==> config.mk <==
export PLATFORM = sky130hd
export DESIGN_NAME = mem2io_ws_flat
export DESIGN_NICKNAME = d
export VERILOG_FILES = /design/src/rtl/mem2io_ws_if.sv /design/src/rtl/mem2io_ws.sv /design/src/flat_wrapper.sv
export SDC_FILE = /design/constraint.sdc
export NUM_CORES = 1
export LEC_CHECK = 0
export BUFFER_PORTS_ARGS = -buffer_cell sky130_fd_sc_hd__buf_4
export CAP_MARGIN = 25
export CORE_UTILIZATION = 50
export CTS_CLUSTER_DIAMETER = 120
export DETAILED_ROUTE_END_ITERATION = 10
export GPL_ROUTABILITY_DRIVEN = 0
export PLACE_DENSITY = 0.85
export SLEW_MARGIN = 20
export SYNTH_ARGS = -nofsm -noshare
export SYNTH_HDL_FRONTEND = slang
export SYNTH_SLANG_ARGS = --single-unit
==> constraint.sdc <==
create_clock -name Clk -period 2.3 [get_ports Clk]
set_input_delay 0.115 -clock Clk [delete_from_list [all_inputs] [get_ports Clk]]
set_output_delay 0.115 -clock Clk [all_outputs]
set_load 0.005 [all_outputs]
==> src/rtl/mem2io_ws_if.sv <==
// Host-side access bus between the SLC-3 state controller (MAR/MDR) and the
// memory/I-O bridge: request/write/address/data in, read data and status back.
interface mem2io_ws_if #(
    parameter int DATA_W = 16,
    parameter int ADDR_W = 16
);
    logic              req;
    logic              we;
    logic [ADDR_W-1:0] addr;
    logic [DATA_W-1:0] wdata;
    logic [DATA_W-1:0] rdata;
    logic              ready;
    logic              busy;

    modport master (output req, we, addr, wdata, input  rdata, ready, busy);
    modport slave  (input  req, we, addr, wdata, output rdata, ready, busy);
endinterface

==> src/rtl/mem2io_ws.sv <==
// Memory/I-O bridge: top 16-word page decodes to hex/LED/switch registers,
// everything else goes to SRAM with WAIT_STATES extra cycles per access.
module mem2io_ws #(
    parameter int                DATA_W      = 16,
    parameter int                ADDR_W      = 16,
    parameter int                NUM_HEX     = 8,
    parameter int                LED_W       = 10,
    parameter int                SW_W        = 10,
    parameter int                WAIT_STATES = 2,
    parameter logic [ADDR_W-1:0] IO_BASE     = 16'hFFF0
) (
    input  logic                 Clk,
    input  logic                 Reset,
    mem2io_ws_if.slave           bus,
    input  logic [SW_W-1:0]      Switches,
    output logic [4*NUM_HEX-1:0] hex_digits,
    output logic [LED_W-1:0]     LED,
    output logic [ADDR_W-1:0]    sram_addr,
    output logic [DATA_W-1:0]    Data_to_SRAM,
    input  logic [DATA_W-1:0]    Data_from_SRAM,
    output logic                 OE_N,
    output logic                 WE_N
);
    localparam int         HEX_WORDS = NUM_HEX / 4;
    localparam logic [3:0] LED_OFS   = 4'h8;
    localparam logic [3:0] SW_OFS    = 4'hF;

    typedef enum logic [1:0] {IDLE, SRAM_ACC, IO_ACC, DONE} state_t;

    state_t              state, state_nxt;
    logic [3:0]          wait_cnt, wait_cnt_nxt;
    logic                accept, io_hit, we_nxt, oe_n_nxt, we_n_nxt;
    logic                lat_we;
    logic [ADDR_W-1:0]   lat_addr;
    logic [DATA_W-1:0]   lat_wdata, rdata_q, io_rdata;
    logic [4*NUM_HEX-1:0] hex_q;
    logic [LED_W-1:0]    led_q;
    logic [SW_W-1:0]     sw_meta, sw_sync;
    logic [3:0]          offset;

    assign io_hit = (bus.addr[ADDR_W-1:4] == IO_BASE[ADDR_W-1:4]);
    assign offset = lat_addr[3:0];

    always_ff @(posedge Clk) begin
        if (Reset) begin
            state    <= IDLE;
            wait_cnt <= '0;
        end else begin
            state    <= state_nxt;
            wait_cnt <= wait_cnt_nxt;
        end
    end

    always_comb begin
        // NOTE: every signal gets a default before the case so no path can infer a latch.
        state_nxt    = state;
        wait_cnt_nxt = wait_cnt;
        accept       = 1'b0;
        case (state)
            IDLE: begin
                if (bus.req) begin
                    accept = 1'b1;
                    if (io_hit) begin
                        state_nxt = IO_ACC;
                    end else begin
                        state_nxt    = SRAM_ACC;
                        wait_cnt_nxt = 4'(WAIT_STATES);
                    end
                end
            end
            SRAM_ACC: begin
                if (wait_cnt == 4'd0) state_nxt = DONE;
                else                  wait_cnt_nxt = wait_cnt - 4'd1;
            end
            IO_ACC:  state_nxt = DONE;
            DONE:    state_nxt = IDLE;
            default: state_nxt = IDLE;
        endcase

        // Strobes are registered from the next state so they are glitch-free.
        we_nxt   = accept ? bus.we : lat_we;
        oe_n_nxt = !((state_nxt == SRAM_ACC) && !we_nxt);
        we_n_nxt = !((state_nxt == SRAM_ACC) &&  we_nxt);
    end

    always_comb begin
        io_rdata = '0;
        for (int n = 0; n < HEX_WORDS; n++) begin
            if (offset == 4'(n)) io_rdata[15:0] = hex_q[16*n +: 16];
        end
        if (offset == LED_OFS) io_rdata[LED_W-1:0] = led_q;
        if (offset == SW_OFS)  io_rdata[SW_W-1:0]  = sw_sync;
    end

    // NOTE: clocked blocks use <= only, so every register sees pre-edge values.
    always_ff @(posedge Clk) begin
        if (Reset) begin
            lat_we    <= 1'b0;
            lat_addr  <= '0;
            lat_wdata <= '0;
            rdata_q   <= '0;
            hex_q     <= '0;
            led_q     <= '0;
            sw_meta   <= '0;
            sw_sync   <= '0;
            OE_N      <= 1'b1;
            WE_N      <= 1'b1;
        end else begin
            OE_N    <= oe_n_nxt;
            WE_N    <= we_n_nxt;
            sw_meta <= Switches;
            sw_sync <= sw_meta;
            if (accept) begin
                lat_we    <= bus.we;
                lat_addr  <= bus.addr;
                lat_wdata <= bus.wdata;
            end
            if (state == SRAM_ACC && wait_cnt == 4'd0 && !lat_we) rdata_q <= Data_from_SRAM;
            if (state == IO_ACC) begin
                if (lat_we) begin
                    for (int n = 0; n < HEX_WORDS; n++) begin
                        if (offset == 4'(n)) hex_q[16*n +: 16] <= lat_wdata[15:0];
                    end
                    // Offset 15 is the legacy 0xFFFF display word.
                    if (offset == SW_OFS)  hex_q[15:0] <= lat_wdata[15:0];
                    if (offset == LED_OFS) led_q       <= lat_wdata[LED_W-1:0];
                end else begin
                    rdata_q <= io_rdata;
                end
            end
        end
    end

    assign bus.rdata    = rdata_q;
    assign bus.ready    = (state == DONE);
    assign bus.busy     = (state != IDLE);
    assign hex_digits   = hex_q;
    assign LED          = led_q;
    assign sram_addr    = lat_addr;
    assign Data_to_SRAM = lat_wdata;
endmodule
==> src/flat_wrapper.sv <==
// flat-port wrapper written by rule: the top's interface ports become plain ports
module mem2io_ws_flat 
#(
    parameter int                DATA_W      = 16,
    parameter int                ADDR_W      = 16,
    parameter int                NUM_HEX     = 8,
    parameter int                LED_W       = 10,
    parameter int                SW_W        = 10,
    parameter int                WAIT_STATES = 2,
    parameter logic [ADDR_W-1:0] IO_BASE     = 16'hFFF0
)
  (Clk, Reset, Switches, hex_digits, LED, sram_addr, Data_to_SRAM, Data_from_SRAM, OE_N, WE_N, bus_req, bus_we, bus_addr, bus_wdata, bus_rdata, bus_ready, bus_busy);
  mem2io_ws_if #(.DATA_W(DATA_W), .ADDR_W(ADDR_W)) bus_i ();
  input  logic Clk;
  input  logic Reset;
  input  logic [SW_W-1:0] Switches;
  output logic [4*NUM_HEX-1:0] hex_digits;
  output logic [LED_W-1:0] LED;
  output logic [ADDR_W-1:0] sram_addr;
  output logic [DATA_W-1:0] Data_to_SRAM;
  input  logic [DATA_W-1:0] Data_from_SRAM;
  output logic OE_N;
  output logic WE_N;
  input wire logic [$bits(bus_i.req)-1:0] bus_req;
  input wire logic [$bits(bus_i.we)-1:0] bus_we;
  input wire logic [$bits(bus_i.addr)-1:0] bus_addr;
  input wire logic [$bits(bus_i.wdata)-1:0] bus_wdata;
  output wire logic [$bits(bus_i.rdata)-1:0] bus_rdata;
  output wire logic [$bits(bus_i.ready)-1:0] bus_ready;
  output wire logic [$bits(bus_i.busy)-1:0] bus_busy;
  assign bus_i.req = bus_req;
  assign bus_i.we = bus_we;
  assign bus_i.addr = bus_addr;
  assign bus_i.wdata = bus_wdata;
  assign bus_rdata = bus_i.rdata;
  assign bus_ready = bus_i.ready;
  assign bus_busy = bus_i.busy;
  mem2io_ws #(.DATA_W(DATA_W), .ADDR_W(ADDR_W), .NUM_HEX(NUM_HEX), .LED_W(LED_W), .SW_W(SW_W), .WAIT_STATES(WAIT_STATES), .IO_BASE(IO_BASE)) u_core (.Clk(Clk), .Reset(Reset), .bus(bus_i), .Switches(Switches), .hex_digits(hex_digits), .LED(LED), .sram_addr(sram_addr), .Data_to_SRAM(Data_to_SRAM), .Data_from_SRAM(Data_from_SRAM), .OE_N(OE_N), .WE_N(WE_N));
endmodule
==> results of run 1 <==
## cell families after synthesis
group	after synthesis	share of synthesized area
mux	27	0.05853
flops	119	0.4931
buf+inv	46	0.05283
simple gates	239	0.2217
fa+ha+maj	7	0.01813
compound gates	117	0.1557
## sequential cells by signal, summed over array words and instances (netlist names), 4 cells and up
register,count
u_core.Data_to_SRAM,16
u_core.bus.rdata,16
u_core.wait_cnt,4
u_core.sw_sync,10
u_core.sram_addr,16
u_core.hex_digits,32
u_core.sw_meta,10
u_core.LED,10
## metrics by stage
step,hold slack [ps],setup slack [ps]
after floorplan,243.2,568.4
after global placement,327.1,438.8
after detailed placement,330.8,333.3
after CTS,203.9,303.1
after global routing,254.7,126.7
final,230.7,273.1
## layer usage
| layer | vias up | routed length, um |
|---|---|---|
| met5 | - | 0 |
| met4 | 0 | 281 |
| met3 | 28 | 1063 |
| met2 | 231 | 7409 |
| met1 | 2213 | 5793 |
| li1 | 2317 | - |
## cell usage after synthesis, drive strengths merged (2+ instances only)
library cell	count
clkbuf	21
a221o	10
o21a	2
inv	6
nand2	161
and4	2
dfxtp	119
nand3	2
nor3	3
mux2i	17
mux2	10
ha	7
buf	19
nor4	3
a21oi	78
o21ai	3
o31ai	2
nand4	6
nor2b	25
nor2	27
a311oi	17
## layout make-up
class                   instances  area, sq um
clock buffers                  20        445.4
clock inverters                12        102.6
fillers                       627         2115
inverters                       6        22.52
multi-input cells             390         2193
flip-flops and latches        119         2382
well taps                     129        161.4
repair buffers                228         1862
## power groups by stage
stage / logic (W) / registers [W] / clock network, W
after floorplan: 0.00136 / 0.00264 / 0
after global placement: 0.00206 / 0.00268 / 0
after detailed placement: 0.00213 / 0.00270 / 0
after CTS: 0.00224 / 0.00266 / 0.00241
after global routing: 0.00249 / 0.00270 / 0.00251
final: 0.00230 / 0.00267 / 0.00239
## worst max-delay path, delay by kind of cell (launching register included)
kind / cells / cell delay [ps]
compound gates: 2 / 750
buf+inv: 1 / 260
flops: 1 / 730
simple gates: 2 / 210
## final timing paths
| kind | slack [ps] | to | depth (start not counted) | startpoint |
|---|---|---|---|---|
| setup reg to reg | 270 | u_core.hex_digits[13] | 5 | u_core.sram_addr[3] |
| hold reg to reg | 430 | u_core.sw_sync[2] | 1 | u_core.sw_meta[2] |
| hold / removal | 230 | u_core.lat_we | 2 | Reset |
| setup / recovery | 270 | u_core.hex_digits[13] | 5 | u_core.sram_addr[3] |
## timing repair
action | CTS | global route
hold buffers | 60 | 0
setup buffers | 0 | 0
hold endpoints to repair | 62 | 0
==> flow_metrics.env, run 1 <==
export IMPL_status="completed"
export IMPL_grt_ovfl_total=0
export IMPL_leakage_nw=2.983
export IMPL_synth_top_area_share=0.4931
export IMPL_arrival_ps=2460
export IMPL_ant_nets=0
export IMPL_hold_viol_final=0
export IMPL_routed_wl_um=14550
export IMPL_timing_setup_tns_ps=0
export IMPL_synth_seq_cells=119
export IMPL_seqPwrFrac=0.363
export IMPL_finalPower_w=0.007351
export IMPL_stdcell_count=904
export IMPL_cp_start_kind="register"
export IMPL_hold_path_class="in -> reg"
export IMPL_crit_path_top_delay_cell="dfxtp_1"
export IMPL_grt_max_degree=92
export IMPL_synth_area_leaders="dfxtp_1 (49%), nand2_1 (13%), a21oi_1 (8.1%), mux2i_1 (3.5%), nor2b_1 (3.2%)"
export IMPL_grt_usage=0.2895
export IMPL_grt_pass1_wl_um=22630
export IMPL_swShare=0.3297
export IMPL_worst_pin_slew_ps=951.8
export IMPL_layout_nets=831
export IMPL_grtUsageMet3=0.06198
export IMPL_synth_edf_count=0
export IMPL_cts_made_buffers=17
export IMPL_grt_use_met1=0.3313
export IMPL_clockRootBuffer="clkbuf_8"
export IMPL_syn_area_sq_um=4831
export IMPL_first_iter_violations=280
export IMPL_die_area_sq_um=10060
export IMPL_design_area_sq_um=7169
export IMPL_grt_setup_unrepaired="false"
export IMPL_grt_busiest_layer="met2"
export IMPL_die_width_um=100.3
export IMPL_area_delta_synth_final_pct=48.41
export IMPL_finalClockSkew_ps=6.696
export IMPL_final_cell_mix="buf_4 (168), nand2_1 (161), dfxtp_1 (119), a21oi_1 (78), dlygate4sd3_1 (60)"
export IMPL_crit_type="reg -> reg"
export IMPL_grt_antenna_before_repair=0
export IMPL_grt_pass1_vias=4748
export IMPL_yosys_most_used_dff="dfxtp_1"
export IMPL_drive_gt1_frac=0.2839
export IMPL_cell_internal_pwr_w=0.004927
export IMPL_clk_path_buf_depth=2
export IMPL_firstDrtPassIters=5
export IMPL_min_period_ps=2027
export IMPL_clk_pin_slew_ps=60
export IMPL_core_sq_um=9284
export IMPL_syn_nets=624
export IMPL_path_max_fanout=16
export IMPL_finalSetupViolations=0
export IMPL_cp_end_kind="register"
export IMPL_dp_cells=812
export IMPL_max_cap_viol_count=0
export IMPL_vias=4789
export IMPL_cts_sinks=119
export IMPL_maxSlewHeadroom=0.3655
export IMPL_place_area_sq_um=6021
export IMPL_postCtsResizedCells=0
export IMPL_place_hpwl_um=9082
export IMPL_fp_dieH_um=100.3
export IMPL_max_stage_delay_ps=730
export IMPL_pin_count=156
export IMPL_tritoncts="done"
export IMPL_final_max_slew_viol_count=0
export IMPL_p_per_area_nw_per_um2=1025
export IMPL_required_ps=2730
export IMPL_io_buffers=155
export IMPL_path_cells="buf_4 -> nor4_4 -> o211ai_2 -> nand2_1 -> a21oi_1"
export IMPL_yosysUniqueCellTypes=45
export IMPL_routed_via_density=5.298
export IMPL_async_flop_share=0
export IMPL_clk_latency_ps=510
export IMPL_yosys_area_top_type="dfxtp_1"
export IMPL_synth_warnings=0
export IMPL_fmax_ghz=0.4934
export IMPL_p_clk_frac=0.325
export IMPL_ys_seq_area_frac=0.4931
export IMPL_antennaDiodeCount=0
export IMPL_routedWlPerCell_um=16.09
export IMPL_mostFrequentLayoutCell="buf_4"
export IMPL_combPwrFrac=0.313
export IMPL_ir_drop_uv=661.2
export IMPL_p_sw_w=0.002424
export IMPL_synthCells=555
export IMPL_initial_core_util=0.5204
export IMPL_drcViolationCount=0
export IMPL_avgSynthCellArea_sq_um=8.704
export IMPL_row_count=35
export IMPL_met2_usage=0.5126
export IMPL_htreeDepth=4
export IMPL_fin_util=0.7722
export IMPL_period_share=0.8813
Power figures use the tool's default switching activity.
==> run 2: changes to the inputs <==
--- a/config.mk
+++ b/config.mk
@@ -12,6 +12,7 @@
 export DETAILED_ROUTE_END_ITERATION = 10
 export GPL_ROUTABILITY_DRIVEN = 0
 export PLACE_DENSITY = 0.85
+export RECOVER_POWER = 100
 export SLEW_MARGIN = 20
 export SYNTH_ARGS = -nofsm -noshare
 export SYNTH_HDL_FRONTEND = slang
==> flow_metrics.env, run 2 (synthesized netlist as in run 1, its figures left out) <==
export IMPL_die_width_um=100.3
export IMPL_clk_path_buf_depth=2
export IMPL_row_count=35
export IMPL_cts_sinks=119
export IMPL_whs_path_depth=3
export IMPL_crit_family="flip-flops"
export IMPL_layout_nets=831
export IMPL_routed_wl_um=14460
export IMPL_largest_reg_flops=32
export IMPL_hold_viol_final=0
export IMPL_mostFrequentLayoutCell="nand2_1"
export IMPL_ir_drop_uv=649.5
export IMPL_final_max_slew_viol_count=92
export IMPL_area_delta_synth_final_pct=46.78
export IMPL_routedWlPerCell_um=15.99
export IMPL_grt_usage=0.2895
export IMPL_firstDrtPassIters=5
export IMPL_r2r_cells=4
export IMPL_fp_dieH_um=100.3
export IMPL_postCtsResizedCells=0
export IMPL_cp_start_kind="register"
export IMPL_max_cap_viol_count=1
export IMPL_fmax_ghz=0.4754
export IMPL_drive_gt1_frac=0.2632
export IMPL_path_buf_inv=1
export IMPL_io_buffers=155
export IMPL_r2r_slack_ps=200
export IMPL_core_sq_um=9284
export IMPL_violations="capacitance limit, slew limit"
export IMPL_initial_core_util=0.5204
export IMPL_p_per_area_nw_per_um2=1026
export IMPL_first_iter_violations=255
export IMPL_place_hpwl_um=9082
export IMPL_max_stage_delay_ps=720
export IMPL_finalSetupViolations=0
export IMPL_cts_setup_buffers=0
export IMPL_required_ps=2620
export IMPL_path_max_fanout=14
export IMPL_worstSetupEndpoint="u_core.LED[9]"
export IMPL_hold_path_class="in -> reg"
export IMPL_final_cell_mix="nand2_1 (161), dfxtp_1 (119), clkbuf_4 (80), a21oi_1 (78), buf_4 (70)"
export IMPL_clk_latency_ps=510
export IMPL_grt_pass1_vias=4748
export IMPL_pin_count=156
export IMPL_cp_end_kind="register"
export IMPL_grt_setup_unrepaired="false"
export IMPL_cp_num_cells=4
export IMPL_worst_pin_slew_ps=1854
export IMPL_path_cells="buf_4 -> and4_1 -> mux2i_1 -> nor2_1"
export IMPL_leakage_nw=2.875
export IMPL_reg2reg_to="u_core.LED[9]"
export IMPL_finalPower_w=0.007274
export IMPL_crit_type="reg -> reg"
export IMPL_clk_pin_slew_ps=60
export IMPL_grt_antenna_before_repair=0
export IMPL_vias=4754
export IMPL_grt_pass1_wl_um=22630
export IMPL_tritoncts="done"
export IMPL_reg2reg_from="u_core.sram_addr[3]"
export IMPL_antennaDiodeCount=0
export IMPL_die_area_sq_um=10060
export IMPL_startpoint="u_core.sram_addr[3]"
export IMPL_grt_ovfl_total=0
export IMPL_routed_via_density=5.259
export IMPL_crit_path_top_delay_cell="dfxtp_1"
export IMPL_clockRootBuffer="clkbuf_8"
export IMPL_arrival_ps=2420
export IMPL_maxSlewHeadroom=-0.2362
export IMPL_drcViolationCount=0
export IMPL_ant_nets=0
export IMPL_timing_setup_tns_ps=0
export IMPL_period_share=0.9145
export IMPL_finalClockSkew_ps=7.740
export IMPL_htreeDepth=4
export IMPL_min_period_ps=2103
export IMPL_status="finished, violations left"
export IMPL_cts_made_buffers=17
export IMPL_grt_max_degree=92
-- run 2: worst min path at each step --
stage | from | end | slack (ps)
floorplan | Switches[0] | u_core.sw_meta[0] | 240
global placement | Switches[1] | u_core.sw_meta[1] | 330
detailed placement | Switches[0] | u_core.sw_meta[0] | 330
CTS | Reset | u_core.LED[0] | 200
global route | Switches[7] | u_core.sw_meta[7] | 360
finish | Switches[3] | u_core.sw_meta[3] | 360
-- run 2: area by class of cell --
| class | instances | area, sq um |
|---|---|---|
| clock inverters | 12 | 102.6 |
| fillers | 638 | 2193 |
| flip-flops and latches | 119 | 2382 |
| well taps | 129 | 161.4 |
| clock buffers | 20 | 445.4 |
| inverters | 6 | 22.52 |
| multi-input cells | 390 | 2177 |
| repair buffers | 228 | 1799 |
-- run 2: metrics by stage --
step	util	std cells	area, sq um	worst slack [ps]	hold WS (ps)
after detailed placement	0.6485	812	6021	333.3	330.8
after global placement	0.6485	812	6021	438.8	327.1
final	0.7637	904	7091	196.7	356.8
after floorplan	-	555	4831	568.4	243.2
after global routing	0.7637	904	7091	74.45	362.4
after CTS	0.7722	904	7169	303.1	203.9
-- run 2: worst reg2reg max path, stage by stage, from the launching register on --
cell and delay, ps:
dfxtp_1 720, buf_4 250, and4_1 610, mux2i_1 270
nor2_1 60
-- run 2: timing repair --
action	in CTS	in global routing
hold buffers	60	0
endpoints found under the setup margin	0	0
endpoints found under the hold margin	62	0
-- run 2: where the power goes --
group / switching [W] / internal [W] / total [W]
Clock: 0.000902 / 0.00148 / 0.00238
Combinational: 0.00123 / 0.00100 / 0.00223
Sequential: 0.000269 / 0.00239 / 0.00266
Total: 0.00240 / 0.00487 / 0.00727
-- run 2: layer usage --
metal  GRT usage  up-vias  wire [um]
li1            -     2308          -
met1      0.3313     2195       5800
met2      0.5126      221       7397
met3     0.06198       30       1003
met4      0.1382        0        258
met5           0        -          0
==> run 3: changes to the inputs <==
--- a/config.mk
+++ b/config.mk
@@ -11,6 +11,7 @@
 export CTS_CLUSTER_DIAMETER = 120
 export DETAILED_ROUTE_END_ITERATION = 10
 export GPL_ROUTABILITY_DRIVEN = 0
+export GPL_TIMING_DRIVEN = 0
 export PLACE_DENSITY = 0.85
 export RECOVER_POWER = 100
 export SLEW_MARGIN = 20
==> constraint.sdc (replaced) <==
create_clock -name Clk -period 2.3 [get_ports Clk]
set_input_delay 0.345 -clock Clk [delete_from_list [all_inputs] [get_ports Clk]]
set_output_delay 0.345 -clock Clk [all_outputs]
set_load 0.005 [all_outputs]
==> flow_metrics.env, run 3 (synthesized netlist as in run 1, its figures left out) <==
export IMPL_grt_antenna_before_repair=0
export IMPL_clk_pin_slew_ps=60
export IMPL_grt_max_degree=17
export IMPL_drive_gt1_frac=0.2821
export IMPL_p_per_area_nw_per_um2=1109
export IMPL_met2_length_um=7003
export IMPL_pin_count=156
export IMPL_grt_pass1_wl_um=21980
export IMPL_max_cap_viol_count=0
export IMPL_clockRootBuffer="clkbuf_8"
export IMPL_hold_path_class="in -> reg"
export IMPL_routedWlPerCell_um=15.98
export IMPL_io_buffers=154
export IMPL_final_max_slew_viol_count=0
export IMPL_required_ps=2720
export IMPL_min_period_ps=2099
export IMPL_routed_wl_um=13910
export IMPL_row_count=35
export IMPL_grt_pass1_vias=4639
export IMPL_htreeDepth=4
export IMPL_postCtsResizedCells=0
export IMPL_cp_start_kind="register"
export IMPL_stdcell_count=870
export IMPL_finalClockSkew_ps=8.960
export IMPL_path_max_fanout=8
export IMPL_dp_cells=838
export IMPL_clk_latency_ps=530
export IMPL_timing_setup_tns_ps=0
export IMPL_largest_reg_flops=32
export IMPL_fmax_ghz=0.4763
export IMPL_status="completed"
export IMPL_fp_dieH_um=100.3
export IMPL_worst_pin_slew_ps=691.8
export IMPL_routed_via_density=5.378
export IMPL_drcViolationCount=0
export IMPL_ant_nets=0
export IMPL_cts_sinks=119
export IMPL_fillers=734
export IMPL_hold_viol_final=0
export IMPL_initial_core_util=0.5204
export IMPL_die_width_um=100.3
export IMPL_firstDrtPassIters=5
export IMPL_wl_met3_um=1046
export IMPL_ir_drop_uv=688.9
export IMPL_layout_nets=797
export IMPL_fin_util=0.7156
export IMPL_period_share=0.9128
export IMPL_place_hpwl_um=10100
export IMPL_core_sq_um=9284
export IMPL_arrival_ps=2520
export IMPL_cts_made_buffers=17
export IMPL_grt_usage=0.2856
export IMPL_antennaDiodeCount=0
export IMPL_grt_setup_unrepaired="false"
export IMPL_die_area_sq_um=10060
export IMPL_tritoncts="done"
export IMPL_top_layer="met4"
export IMPL_maxSlewHeadroom=0.5368
export IMPL_vias=4679
export IMPL_cp_end_kind="register"
export IMPL_crit_type="reg -> reg"
export IMPL_clk_path_buf_depth=2
export IMPL_leakage_nw=2.695
export IMPL_grt_ovfl_total=0
export IMPL_final_cell_mix="nand2_1 (161), dfxtp_1 (119), clkbuf_4 (81), a21oi_1 (78), buf_4 (64)"
export IMPL_finalSetupViolations=0
export IMPL_wl_met1_um=5613
export IMPL_cts_setup_buffers=0
export IMPL_cts_hold_buf=0
export IMPL_first_iter_violations=177
export IMPL_mostFrequentLayoutCell="nand2_1"
export IMPL_area_delta_synth_final_pct=37.53
export IMPL_finalPower_w=0.007367
run 3: final timing paths:
check	start	end	slack, ps	cells after the start
worst max-delay path	u_core.state[1]	u_core.wait_cnt[1]	200	7
worst min-delay path	Switches[1]	u_core.sw_meta[1]	20	2
worst max register to register	u_core.state[1]	u_core.wait_cnt[1]	200	7
worst min register to register	u_core.sw_meta[9]	u_core.sw_sync[9]	440	1
run 3: per-stage QoR:
step,worst slack (ps),hold WS [ps],cell area (sq um)
after floorplan,568.4,413.8,4831
after global placement,358.0,421.7,6148
after detailed placement,315.4,421.8,6148
after CTS,253.9,13.37,6716
after global routing,113.7,19.06,6644
final,200.5,21.26,6644
run 3: worst max-delay path, stage by stage, from the launching register on:
cell and delay (ps):
dfxtp_1 410, inv_1 140, ha_1 250, and2_0 160
buf_2 170, o21ai_0 430, nor2_1 100, a311oi_1 330
run 3: where the power goes:
| part | internal, W | switching (W) | leakage [nW] |
|---|---|---|---|
| registers | 0.00239 | 0.000243 | 0.971 |
| clock network | 0.00149 | 0.00102 | 0.275 |
| logic | 0.000998 | 0.00123 | 1.45 |
| total | 0.00487 | 0.00249 | 2.70 |
run 3: area by class of cell:
class                   instances  area (sq um)  share of cell area
clock inverters                14         140.1             0.02109
clock buffers                  18         427.9             0.06441
inverters                       6         22.52            0.003390
plain buffers                  40         227.7             0.03427
flip-flops and latches        119          2382              0.3586
repair buffers                154          1107              0.1667
multi-input cells             390          2175              0.3273
well taps                     129         161.4             0.02429
run 3: routing by layer:
| metal | GRT usage | vias to the layer above |
|---|---|---|
| met5 | 0 | - |
| met3 | 0.09053 | 25 |
| met4 | 0.1137 | 0 |
| met1 | 0.3270 | 2204 |
| met2 | 0.4942 | 199 |
| li1 | - | 2251 |
